## src/rtl/pipe_hazard_ctrl.sv

```systemverilog
`default_nettype none
// ============================================================================
//  Module      : pipe_hazard_ctrl
//  Description : Hazard controller for a 5-stage pipeline. It handles
//                load-use and RAW stalls, branch and jump flushes, and
//                EX-stage operand forwarding selects. It also keeps
//                saturating stall and flush event counters.
//                Optional macro HAZARD_FORWARD_EN enables forwarding. With
//                forwarding, only load-use hazards stall. Without it, any
//                RAW hazard against EX or MEM stalls, and the forward
//                selects stay at 00.
//  Revision    : 1.0 - initial release
// ============================================================================
module pipe_hazard_ctrl (
    input  logic        clk,
    input  logic        rst,
    input  logic [4:0]  id_rs,
    input  logic [4:0]  id_rt,
    input  logic        id_uses_rt,
    input  logic        id_jump,
    input  logic [4:0]  ex_rs,
    input  logic [4:0]  ex_rt,
    input  logic [4:0]  ex_rd,
    input  logic        ex_reg_write,
    input  logic        ex_mem_read,
    input  logic        ex_branch_taken,
    input  logic [4:0]  mem_rd,
    input  logic [4:0]  wb_rd,
    input  logic        mem_reg_write,
    input  logic        wb_reg_write,
    output logic        pc_write,
    output logic        ifid_write,
    output logic        ifid_flush,
    output logic        idex_flush,
    output logic [1:0]  fwd_a,
    output logic [1:0]  fwd_b,
    output logic [15:0] stall_cnt,
    output logic [15:0] flush_cnt,
    output logic [1:0]  state
);

    typedef enum logic [1:0] {
        ST_RUN   = 2'b00,
        ST_STALL = 2'b01,
        ST_FLUSH = 2'b10
    } state_t;

    localparam logic [15:0] C_CNT_MAX = 16'hFFFF;

    state_t      state_q, state_d;
    logic [15:0] stall_cnt_q, stall_cnt_d;
    logic [15:0] flush_cnt_q, flush_cnt_d;

    logic        w_ex_hit;
    logic        w_stall_cond;
    logic        w_stall;
    logic        w_jump;
    logic [1:0]  w_fwd_a;
    logic [1:0]  w_fwd_b;

    // Register 0 is hardwired, so a destination of 0 never creates a hazard.
    assign w_ex_hit = (ex_rd != 5'd0) &&
                      ((ex_rd == id_rs) || (id_uses_rt && (ex_rd == id_rt)));

`ifdef HAZARD_FORWARD_EN
    // Only a load in EX cannot be bypassed in time; everything else forwards.
    assign w_stall_cond = ex_mem_read && ex_reg_write && w_ex_hit;

    // Forward selects; MEM holds the younger result, so it wins over WB.
    always_comb begin
        w_fwd_a = 2'b00;
        w_fwd_b = 2'b00;
        if (mem_reg_write && (mem_rd != 5'd0) && (mem_rd == ex_rs))
            w_fwd_a = 2'b10;
        else if (wb_reg_write && (wb_rd != 5'd0) && (wb_rd == ex_rs))
            w_fwd_a = 2'b01;
        if (mem_reg_write && (mem_rd != 5'd0) && (mem_rd == ex_rt))
            w_fwd_b = 2'b10;
        else if (wb_reg_write && (wb_rd != 5'd0) && (wb_rd == ex_rt))
            w_fwd_b = 2'b01;
    end
`else
    logic w_mem_hit;
    logic w_unused_nofwd;

    assign w_mem_hit = (mem_rd != 5'd0) &&
                       ((mem_rd == id_rs) || (id_uses_rt && (mem_rd == id_rt)));

    // With no bypass network, ID waits until the producer leaves MEM.
    // The register file writes in the first half-cycle, so WB never hazards.
    assign w_stall_cond   = (ex_reg_write && w_ex_hit) || (mem_reg_write && w_mem_hit);
    assign w_fwd_a        = 2'b00;
    assign w_fwd_b        = 2'b00;
    assign w_unused_nofwd = ^{ex_rs, ex_rt, ex_mem_read, wb_rd, wb_reg_write};
`endif

    // Priority is branch > stall > jump. Stall detection is masked in
    // FLUSH because ID then holds a bubble.
    assign w_stall = w_stall_cond && (state_q != ST_FLUSH) && !ex_branch_taken;
    assign w_jump  = id_jump && !ex_branch_taken && !w_stall;

    // Same-cycle pipeline control. During reset, the outputs force bubbles
    // everywhere and freeze the PC.
    always_comb begin
        pc_write   = 1'b1;
        ifid_write = 1'b1;
        ifid_flush = 1'b0;
        idex_flush = 1'b0;
        fwd_a      = w_fwd_a;
        fwd_b      = w_fwd_b;
        if (!rst) begin
            pc_write   = 1'b0;
            ifid_write = 1'b0;
            ifid_flush = 1'b1;
            idex_flush = 1'b1;
            fwd_a      = 2'b00;
            fwd_b      = 2'b00;
        end else if (ex_branch_taken) begin
            ifid_flush = 1'b1;
            idex_flush = 1'b1;
        end else if (w_stall) begin
            pc_write   = 1'b0;
            ifid_write = 1'b0;
            idex_flush = 1'b1;
        end else if (w_jump) begin
            ifid_flush = 1'b1;
        end
    end

    // Next state and saturating event counters.
    always_comb begin
        state_d     = ST_RUN;
        stall_cnt_d = stall_cnt_q;
        flush_cnt_d = flush_cnt_q;
        if (ex_branch_taken || w_jump)
            state_d = ST_FLUSH;
        else if (w_stall)
            state_d = ST_STALL;
        if (w_stall && (stall_cnt_q != C_CNT_MAX))
            stall_cnt_d = stall_cnt_q + 16'd1;
        if ((ex_branch_taken || w_jump) && (flush_cnt_q != C_CNT_MAX))
            flush_cnt_d = flush_cnt_q + 16'd1;
    end

    // State and counter registers; reset abandons any stall or flush.
    always_ff @(posedge clk) begin
        if (!rst) begin
            state_q     <= ST_RUN;
            stall_cnt_q <= 16'd0;
            flush_cnt_q <= 16'd0;
        end else begin
            state_q     <= state_d;
            stall_cnt_q <= stall_cnt_d;
            flush_cnt_q <= flush_cnt_d;
        end
    end

    assign stall_cnt = stall_cnt_q;
    assign flush_cnt = flush_cnt_q;
    assign state     = state_q;

endmodule
`default_nettype wire

```

## config.mk

```make
export PLATFORM = sky130hd
export DESIGN_NAME = pipe_hazard_ctrl
export DESIGN_NICKNAME = d
export VERILOG_FILES = /design/src/rtl/pipe_hazard_ctrl.sv
export SDC_FILE = /design/constraint.sdc
export NUM_CORES = 1
export LEC_CHECK = 0
export CORE_ASPECT_RATIO = 0.5
export CORE_UTILIZATION = 38
export DETAILED_ROUTE_END_ITERATION = 8
export HOLD_SLACK_MARGIN = 0.05
export PLACE_DENSITY = 0.77
export RECOVER_POWER = 25
export SYNTH_ARGS = -nofsm -noshare
export SYNTH_HDL_FRONTEND = slang
export SYNTH_SLANG_ARGS = --single-unit
export TNS_END_PERCENT = 20
```

## constraint.sdc

```tcl
create_clock -name clk -period 2.02 [get_ports clk]
set_input_delay 0.202 -clock clk [delete_from_list [all_inputs] [get_ports clk]]
set_output_delay 0.202 -clock clk [all_outputs]
set_load 0.05 [all_outputs]
```

# [After elaboration in Yosys (flattened, before gate mapping)]
# Index checks and enable logic that the tools add are counted.
[classes] add_sub_neg=2 n_reduce_logical=21 bitwise=1 eq_ne=7 n_mux=12
[op_table] operator="$add 16x1->16 const B" n=2
[op_table] operator="$ne 16x16->1 const B" n=2
[op_table] operator="$eq 5x5->1" n=4
[op_table] operator="$logic_and 1x1->1" n=12
[op_table] operator="$mux 1" n=11
[op_table] operator="$reduce_bool 5->1" n=2
[op_table] operator="$logic_or 1x1->1" n=4
[op_table] operator="$logic_not 1->1" n=2
[op_table] operator="$mux 2" n=1
[op_table] operator="$ne 2x2->1 const B" n=1
[op_table] operator="$reduce_or 2->1" n=1
[op_table] operator="$not 1->1" n=1
[totals] word_cells=47 out_inout_bits=42 ff_bits=34 in_bits=44

# [Longest topological paths before layout]
[logic_depth] depth_word=14 ltp_mapped=10 depth_no_buf=8

# [Worst setup path after synthesis]
# OpenSTA, ideal clock, no wires.
[synth_path] path_kind="input-to-output" start="input ex_rd[1]" end="output pc_write" slack_ps=-611 n_path_buf=2 required_time_ps=1818 t_arrival_ps=2429 cell_stages=7 path_cell_list="or4_1 o21ai_1 o22a_4 clkbuf_1 nor2_1 nor2_1 buf_4"
[synth_between] elab_chain_len=11 elab_cells_between_ends=13 cone_classes="2 x eq/ne; 3 x mux; 8 x reduce/logical"
[synth_rtl] item="start, declared" line="23" text="input logic [4:0] ex_rd,"
[synth_rtl] item="$eq 5x5->1" line="63" text="((ex_rd == id_rs) || (id_uses_rt && (ex_rd == id_rt)));"
[synth_rtl] item="$logic_and 1x1->1" line="63"
[synth_rtl] item="$logic_or 1x1->1" line="63"
[synth_rtl] item="$logic_and 1x1->1 *" line="62" text="assign w_ex_hit = (ex_rd != 5'd0) &&"
[synth_rtl] item="$logic_and 1x1->1 *" line="91" text="assign w_stall_cond = (ex_reg_write && w_ex_hit) || (mem_reg_write && w_mem_hit);"
[synth_rtl] item="$logic_or 1x1->1 *" line="91"
[synth_rtl] item="$logic_and 1x1->1 * (2 in series)" line="99" text="assign w_stall = w_stall_cond && (state_q != ST_FLUSH) && !ex_branch_taken;"
[synth_rtl] item="$mux 1 * (3 in series)"
[synth_rtl] item="end, declared" line="31" text="output logic pc_write,"
# Mark *: on every way between the ends. The rest lies on a longest branch, timed or not.

# [Worst setup path after layout]
[layout_path] start="input ex_rd[2]" end="output idex_flush"
[layout_between] elab_chain_len=11 elab_cells_between_ends=13 cone_classes="2 x eq/ne; 3 x mux; 8 x reduce/logical"
[layout_rtl] item="$eq 5x5->1" line="63"
[layout_rtl] item="$logic_and 1x1->1" line="63"
[layout_rtl] item="$logic_or 1x1->1" line="63"
[layout_rtl] item="$logic_and 1x1->1 *" line="62"
[layout_rtl] item="$logic_and 1x1->1 *" line="91"
[layout_rtl] item="$logic_or 1x1->1 *" line="91"
[layout_rtl] item="$logic_and 1x1->1 * (2 in series)" line="99"
[layout_rtl] item="$mux 1 *" line="121" text="end else if (w_stall) begin"
[layout_rtl] item="$mux 1 *" line="118" text="end else if (ex_branch_taken) begin"
[layout_rtl] item="$mux 1 *" line="111" text="if (!rst) begin"
[layout_rtl] item="end, declared" line="34" text="output logic idex_flush,"
# Marks and branches as above.

==> impl_metrics.py <==
metrics = {
    "yosys": {
        "ys_seq_elements": 34,
        "syn-cell-area_sq_um": 1940,
        "synth.area.top_cells": "dfxtp_1 35%, xor2_1 8.6%, xnor2_1 5.0%",
        "ys_warn_count": 0,
        "synth.avg_cell_area_sq_um": 8.16,
        "synth_cell_types": 37,
        "ys_seq_area_share_pct": 35.1,
        "synth_top_cell_area_share_pct": 35.1,
        "synth_top_area_cell": "dfxtp_1",
        "synth_cells": 238,
    },
    "global_routing": {
        "grt_pass1_vias": 1927,
        "grt_pass1_wl_um": 8510,
        "grt_max_degree": 26,
        "grt_usage_pct": 20.8,
        "grt_overflow": 0,
        "antenna_found_initial": 0,
    },
    "routing": {
        "wl_per_cell_um": 13.7,
        "first_iter_violations": 50,
        "routed_via_density": 5.28,
        "num_vias": 2071,
        "ant_nets": 0,
        "first_pass_iters": 4,
        "postRouteWirelength_um": 5360,
        "drcViolationCount": 0,
    },
    "power_and_ir_drop": {
        "finalPower_mw": 1.50,
        "ir_worst_vdd_mv": 0.324,
        "p_leak_nw": 1.18,
        "power.density_nw_per_um2": 496,
    },
    "cells_and_area": {
        "postLayoutCoreUtil_pct": 65.1,
        "n_antenna_cell": 0,
        "finalNetCount": 371,
        "drive_gt1_share_pct": 26.7,
        "stdcell_area_sq_um": 3020,
        "n_fill_cell": 404,
        "area_growth_pct": 55.5,
        "final_cell_mix": "25 x clkdlybuf4s50_1, 22 x buf_4, 19 x xor2_1",
        "multi_input_area_sq_um": 1240,
        "seq_area_sq_um": 707,
        "final_common_cell": "clkdlybuf4s50_1",
    },
    "timing": {
        "fin_skew_ns": 0.00808,
        "hold_viol": 0,
        "fin_setup_tns_ns": 0,
        "slew_viol_final": 0,
        "fin_crit_sh_pct": 98.4,
        "max_slew_margin_pct": 65.5,
        "worstMarginPinSlew_ns": 0.516,
        "fmax_mhz": 503,
        "rsz0062_at_grt": "yes",
        "fin_crit_ns": 1.99,
        "setup_viol": 0,
        "timing.final.ws_setup_ns": 0.0316,
    },
    "placed_design": {
        "gp_congestion": 0.797,
        "numPortBuffers": 64,
        "preCtsSetupSlack_ns": -0.445,
        "dpl_cell_area_sq_um": 2840,
        "dp_hpwl_um": 3920,
    },
    "floorplanning": {
        "die_h_um": 52.6,
        "pin_count": 86,
        "core.rowCount": 17,
        "core-area_sq_um": 4640,
        "dieArea_sq_um": 5420,
        "die_w_um": 103,
        "start_util_pct": 41.9,
    },
    "critical_path": {
        "reg2reg_from": "flush_cnt[7]$_SDFFE_PN0P_",
        "crit_slowest_cell": "or4_4",
        "cp-startpoint": "ex_rd[2]",
        "end_kind": "primary output",
        "cp_common_cell": "buf_6",
        "critPathMaxStageDelay_ns": 0.52,
        "path_delay_family": "simple AND/OR/NAND/NOR gates",
        "critPathMaxFanout": 3,
        "path_cells": "buf_8 > or4_4 > o21ai_2 > o22a_4 > buf_6 > a21oi_2 > or3_1 > buf_6",
        "crit_arrival_ns": 1.79,
        "cp.buffers_inverters": 3,
        "crit_required_ns": 1.82,
        "worstSetupPathType": "primary input to primary output",
        "cp-start-kind": "primary input",
    },
    "worst_hold_path": {
        "hold_class": "flop to flop",
        "min-delay-start": "flush_cnt[8]$_SDFFE_PN0P_",
    },
    "clock_network": {
        "clk_pin_slew_ns": 0.07,
        "cts.htree.levels": 2,
        "cts-root-buf": "clkbuf_8",
        "cts_num_sinks": 34,
        "cts_max_path_buffers": 2,
        "cts_hold_buf": 0,
        "numCtsBuffers": 5,
        "cts_tree": "built",
        "clk_latency_ns": 0.29,
    },
    "job": {
        "maxCapViolations": 0,
    },
    "status": {
        "run_status": "finished, final reports clean",
    },
}
power breakdown:
| group | switching (mW) | internal [mW] |
|---|---|---|
| clock network | 0.247 | 0.237 |
| logic | 0.179 | 0.144 |
| registers | 0.0106 | 0.681 |
cells by family (layout without fill, tap and decap cells):
logic type | count (synthesis) | count (layout) | share of synthesized area [%]
compound gates | 43 | 43 | 14.3
xor+xnor | 30 | 30 | 13.5
fa+ha+maj | 2 | 2 | 1.29
buf+inv | 20 | 105 | 5.09
flops | 34 | 34 | 35.1
mux | 5 | 5 | 2.58
other cells | 1 | 4 | 0.193
simple gates | 103 | 103 | 28.0
cells in the mapped netlist:
cell	instances
a21o_1	1
a21oi_1	16
a32oi_1	2
a41o_1	1
and2_1	1
and3_1	6
and4_1	2
buf_1	1
buf_2	1
buf_4	6
clkbuf_1	6
conb_1	1
dfxtp_1	34
ha_1	2
inv_1	6
mux2i_1	5
nand2_1	20
nand2b_1	4
nand3_1	14
nand4_1	5
nor2_1	19
nor3_1	9
nor3b_1	2
nor4_1	2
nor4b_2	1
o21ai_0	13
o21ai_1	2
o21ai_2	1
o22a_1	1
o22a_4	1
o22ai_4	1
o31ai_1	2
o41ai_1	2
or3_1	11
or4_1	7
xnor2_1	11
xor2_1	19
metal layers:
metal	GRT usage, %	part of all wire, %
met5	0	0
met4	6.81	1.5
met3	6.53	6.4
met2	37.6	48
met1	23.5	44
registers in the layout (all words and copies together) (netlist names):
signal and cells:
flush_cnt 16, stall_cnt 16, state 2
per-stage QoR:
stage | instances | hold slack, ns
after global routing | 392 | 0.525
final | 392 | 0.497
after CTS | 390 | 0.500
after global placement | 378 | 0.468
after detailed placement | 378 | 0.489
after floorplan | 241 | 0.347
tightest hold or removal path, stage by stage (launching register included):
cell and delay, ns:
dfxtp_2 0.33, o21ai_0 0.07, a21oi_1 0.06
cell type report:
class,count,share of cell area (%)
Clock inverter,2,0.290
Inverter,6,0.746
Tap cell,66,2.74
Clock buffer,6,2.40
Sequential cell,34,23.4
Timing Repair Buffer,91,29.5
Multi-Input combinational cell,187,40.9
path summary, 6_finish.rpt:
kind,end,slack [ns],cells past startpoint
setup / recovery,idex_flush,0.03,8
hold / removal,flush_cnt[8]$_SDFFE_PN0P_,0.50,2
setup reg to reg,flush_cnt[5]$_SDFFE_PN0P_,0.11,8
hold reg to reg,flush_cnt[8]$_SDFFE_PN0P_,0.50,2
timing repair:
action / CTS / global route
buffers inserted: 4 / 2
pin swaps: 17 / 9
gates resized for setup: 80 / 8
endpoints found under the setup margin: 32 / 17
No activity file was read; power rests on OpenSTA's default activity.
